===== src/rtl/hazard_scoreboard_unit.sv =====
// Hazard and forwarding controller: DEPTH-entry in-flight scoreboard driving
// per-operand forwarding selects, load-use stalls, MDU hold and branch flush.
module hazard_scoreboard_unit #(
  parameter int REG_W      = 5,
  parameter int DEPTH      = 3,
  parameter int LOAD_STAGE = 2,
  parameter int MDU_LAT    = 4,
  parameter int CNT_W      = 16,
  parameter int SEL_W      = $clog2(DEPTH + 1)
) (
  input  logic             clk,
  input  logic             reset,
  input  logic             id_valid,
  input  logic [REG_W-1:0] id_rs1,
  input  logic [REG_W-1:0] id_rs2,
  input  logic [REG_W-1:0] id_rd,
  input  logic             id_wr,
  input  logic             id_is_load,
  input  logic             id_is_mdu,
  input  logic             took_branch,
  output logic [SEL_W-1:0] fwd_sel_a,
  output logic [SEL_W-1:0] fwd_sel_b,
  output logic             stall_id,
  output logic             hold_ex,
  output logic             flush_if,
  output logic             flush_id,
  output logic             mdu_busy,
  output logic [CNT_W-1:0] stall_cycles
);

  localparam int MCW = (MDU_LAT > 1) ? $clog2(MDU_LAT) : 1;
  localparam logic [MCW-1:0] MDU_INIT = MCW'(MDU_LAT - 1);

  logic [DEPTH:1]   r_v, r_wr, r_ld;
  logic [REG_W-1:0] r_rd [1:DEPTH];
  logic [MCW-1:0]   r_mdu_cnt;
  logic [CNT_W-1:0] r_stall_cnt;

  logic [SEL_W-1:0] w_sel_a, w_sel_b;
  logic             w_ld_a, w_ld_b;
  logic             w_busy, w_branch, w_load_use, w_stall, w_bubble;

  // Scan oldest to youngest so the youngest live producer overwrites older hits.
  always_comb begin
    w_sel_a = '0;
    w_sel_b = '0;
    w_ld_a  = 1'b0;
    w_ld_b  = 1'b0;
    for (int unsigned k = DEPTH; k >= 1; k--) begin
      if (r_v[k] && r_wr[k] && (r_rd[k] != '0)) begin
        if (r_rd[k] == id_rs1) begin
          w_sel_a = SEL_W'(k);
          w_ld_a  = r_ld[k];
        end
        if (r_rd[k] == id_rs2) begin
          w_sel_b = SEL_W'(k);
          w_ld_b  = r_ld[k];
        end
      end
    end
  end

  always_comb begin
    w_busy     = (r_mdu_cnt != '0);
    w_branch   = took_branch && !w_busy;
    w_load_use = id_valid &&
                 ((w_ld_a && (w_sel_a < SEL_W'(LOAD_STAGE))) ||
                  (w_ld_b && (w_sel_b < SEL_W'(LOAD_STAGE))));
    w_stall    = w_busy || (w_load_use && !w_branch);
    w_bubble   = w_load_use || w_branch;
  end

  always_comb begin
    fwd_sel_a    = reset ? '0 : w_sel_a;
    fwd_sel_b    = reset ? '0 : w_sel_b;
    stall_id     = !reset && w_stall;
    hold_ex      = !reset && w_busy;
    flush_if     = !reset && w_branch;
    flush_id     = !reset && w_branch;
    mdu_busy     = !reset && w_busy;
    stall_cycles = reset ? '0 : r_stall_cnt;
  end

  always_ff @(posedge clk) begin
    if (reset) begin
      r_v         <= '0;
      r_mdu_cnt   <= '0;
      r_stall_cnt <= '0;
    end else begin
      if (w_stall && (r_stall_cnt != '1))
        r_stall_cnt <= r_stall_cnt + 1'b1;
      if (w_busy) begin
        // MDU op stays in EX; a bubble opens behind it while older stages drain.
        r_mdu_cnt <= r_mdu_cnt - 1'b1;
        r_v[2]    <= 1'b0;
        for (int unsigned k = 3; k <= DEPTH; k++) begin
          r_v[k]  <= r_v[k-1];
          r_rd[k] <= r_rd[k-1];
          r_wr[k] <= r_wr[k-1];
          r_ld[k] <= r_ld[k-1];
        end
      end else begin
        for (int unsigned k = 2; k <= DEPTH; k++) begin
          r_v[k]  <= r_v[k-1];
          r_rd[k] <= r_rd[k-1];
          r_wr[k] <= r_wr[k-1];
          r_ld[k] <= r_ld[k-1];
        end
        r_v[1]  <= id_valid && !w_bubble;
        r_rd[1] <= id_rd;
        r_wr[1] <= id_wr;
        r_ld[1] <= id_is_load;
        if (id_valid && id_is_mdu && !w_bubble)
          r_mdu_cnt <= MDU_INIT;
      end
    end
  end

endmodule


===== config.mk =====
export PLATFORM = sky130hd
export DESIGN_NAME = hazard_scoreboard_unit
export DESIGN_NICKNAME = d
export VERILOG_FILES = /design/src/rtl/hazard_scoreboard_unit.sv
export SDC_FILE = /design/constraint.sdc
export NUM_CORES = 1
export LEC_CHECK = 0
export ABC_AREA = 1
export CAP_MARGIN = 20
export CORE_MARGIN = 8
export CORE_UTILIZATION = 49
export CTS_BUF_LIST = sky130_fd_sc_hd__clkbuf_8
export CTS_CLUSTER_DIAMETER = 40
export DETAILED_ROUTE_END_ITERATION = 16
export PLACE_DENSITY = 0.78
export SLEW_MARGIN = 25
export SYNTH_ARGS = -nofsm -noshare
export SYNTH_HDL_FRONTEND = slang
export SYNTH_SLANG_ARGS = --single-unit

===== constraint.sdc =====
create_clock -name clk -period 1.73 [get_ports clk]
set_input_delay 0.2595 -clock clk [delete_from_list [all_inputs] [get_ports clk]]
set_output_delay 0.2595 -clock clk [all_outputs]
set_load 0.01 [all_outputs]

==> qor.csv, run 1 <==
metric,value,unit
status,finished with violations,
failed_checks,setup timing,
ys_ff_latch,42,
swShare,37.7,%
syn_to_final_growth,48.5,%
coreArea,0.00514,mm^2
clock-root-buffer,clkbuf_8,
synth.distinct_cells,31,
clockPowerShare,17.9,%
synth_top_family_by_area,simple AND/OR/NAND/NOR gates,
startpoint_type,register,
p_seq_share,37.8,%
dieArea,0.00796,mm^2
path_class,register to output pin,
rsz0062_at_grt,yes,
grtUsageTotal,20.0,%
clock-sinks,42,
slew_viol_final,0,
routed_wl,8.00,mm
initialDrtViolationCount,131,
grt_max_degree,15,
wl_per_cell,15.5,um
numCtsBuffers,5,
muxShareOfSynthArea,0,%
io_pins,47,
synth_fa_ha_area_share,0.952,%
synth_xor_xnor_area_share,12.7,%
postCtsHoldBufs,0,
min_period,2.35,ns
end_kind,output pin,
antenna_found_initial,0,
worst_pin_slew,0.404,ns
fin_worst_hold_slack,0.426,ns
cts_htree_levels,2,
utilization,75.9,%
dp.final_hpwl,5.30,mm
synth_warnings,0,
worst_ep_arrival_time,2.09,ns
placementRows,26,
p_leak,1.78,nW
place_ws,-0.951,ns
syn_avg_cell_area,7.71,um^2
place.gp.congestion,0.916,
grt_overflow,0,
clk_pin_slew,0.08,ns
yosysSeqAreaShare,40.0,%
worst-path-buf-inv,2,
grt_pass1_wl,12.3,mm
first_pass_iters,5,
path_cells,nor2_1 -> nand3_1 -> nand2_1 -> inv_1 -> nand3_2 -> nand2_2 -> a21oi_2 -> nand2_2 -> nand2_4 -> nand2_4 -> a21oi_1 -> buf_2,
initial_core_util,51.1,%
p_per_area,930,mW/mm^2
worst-r2r-setup-slack,-0.50,ns
path_delay_family,simple AND/OR/NAND/NOR gates,
port_buffers,46,
diodes,0,
pwr-share-comb,44.3,%
synthSimpleGateAreaFrac,32.0,%
drive_gt1_share,31.9,%
clockBufferDepth,2,
vias,2637,
drt-vias-per-instance,5.12,
nets,468,
drtAntennaViolNets,0,
fin_ws,-0.619,ns
critPathSlowestCell,edfxtp_1,
finClkSkew,0.00499,ns
mostFrequentLayoutCells,"63 x nand2_1, 48 x buf_4, 42 x nor2_1",
worstHoldPathType,register to register,
relSlewSlack,72.8,%
maxCapViolCount,0,
p_int,2.26,mW
setup_violations,24,
syn_inst,341,
clock_latency,0.30,ns
layout_commonest_cell,nand2_1,
die_x,89.2,um
drc,0,
syn_nets,365,
irDropWorstVdd,0.553,mV
path_max_fanout,4,
fmax,426,MHz
cts_tree,done,
p_sw,1.37,mW
syn_area,0.00263,mm^2
required,1.47,ns
grt_pass1_vias,2634,
max_stage_delay,0.49,ns
finalCritPeriodShare,136,%
synth-compound-area-share,5.05,%
hold_viol_final,0,
die_h,89.2,um
[registers in the layout, indices dropped and copies added (netlist names)]
name and flops:
r_stall_cnt 16, r_rd 15, r_ld 3, r_v 3
r_wr 3, r_mdu_cnt 2
[final cells by class]
class,instances,area [um^2]
multi-input cells,246,1560
clock inverters,3,20.0
well taps,70,87.6
flip-flops and latches,42,1050
repair buffers,104,945
inverters,45,169
fillers,364,1240
clock buffers,5,68.8
[cell usage after synthesis (all sizes together)]
cell type	instances	share of area (%)
clkbuf	3	0.43
xor2	27	9.0
a22o	1	0.33
nand2	76	12
ha	2	0.95
a21boi	1	0.29
nand3b	1	0.29
and3	1	0.24
nor3	7	1.7
edfxtp	21	24
nor4	2	0.48
xnor2	11	3.7
dfxtp	21	16
buf	7	2.5
inv	45	6.4
nor2b	1	0.24
nand3	35	7.8
nand4	5	1.2
nor2	53	7.9
a21oi	21	4.4
[timing repair]
item,CTS,global route
cloned,3,0
setup endpoints to repair,44,34
pin swaps,15,9
buffers inserted,9,3
gates resized for setup,74,31
[per-stage QoR]
step	setup TNS [ns]	instances	power, mW	cell area (um^2)
floorplan	-0.0497	341	2.11	2630
CTS	-9.30	513	3.54	3820
detailed placement	-18.71	493	2.62	3490
finish	-11.10	515	3.63	3900
global route	-14.24	515	3.80	3900
global placement	-17.27	493	2.58	3490
[worst register-to-register path, delay by kind of cell, from the launching register on]
family / cells / cell delay [ns]
buf+inv: 3 / 0.39
flops: 1 / 0.49
compound gates: 2 / 0.28
simple gates: 10 / 1.01
[power groups by stage]
stage | combinational [mW] | sequential (mW) | clock, mW
after detailed placement | 1.24 | 1.38 | 0
after CTS | 1.54 | 1.36 | 0.649
after global routing | 1.72 | 1.39 | 0.691
after floorplan | 0.760 | 1.35 | 0
final | 1.61 | 1.37 | 0.650
after global placement | 1.21 | 1.38 | 0
[final timing paths]
check | startpoint | to | cells past startpoint
setup / recovery | r_rd[0][10] | stall_id | 12
hold / removal | r_v[2] | r_v[3] | 2
setup reg to reg | r_rd[0][10] | r_stall_cnt[9] | 15
hold reg to reg | r_v[2] | r_v[3] | 2
[per-layer routing]
layer | wire, um | part of all wire, % | global-route usage (%) | vias to the layer above
li1 | - | - | - | 1292
met1 | 3180 | 40 | 22.1 | 1223
met2 | 4100 | 51 | 36.7 | 105
met3 | 512 | 6.4 | 3.58 | 17
met4 | 201 | 2.5 | 7.70 | 0
met5 | 0 | 0 | 0 | -
[cell families after synthesis]
| kind of cell | after synthesis |
|---|---|
| and+or+nand+nor | 181 |
| buffers and inverters | 55 |
| DFF | 42 |
| xor gates and xnor gates | 38 |
| AOI/OAI and AO/OA | 23 |
| adders and majority gates | 2 |
(Power assumes the default switching activity.)
==> run 2, diff against run 1 <==
SLEW_MARGIN = default   (was 25)
==> results of run 2 <==
The final DEF is identical to that of run 1; final timing and power are the same.
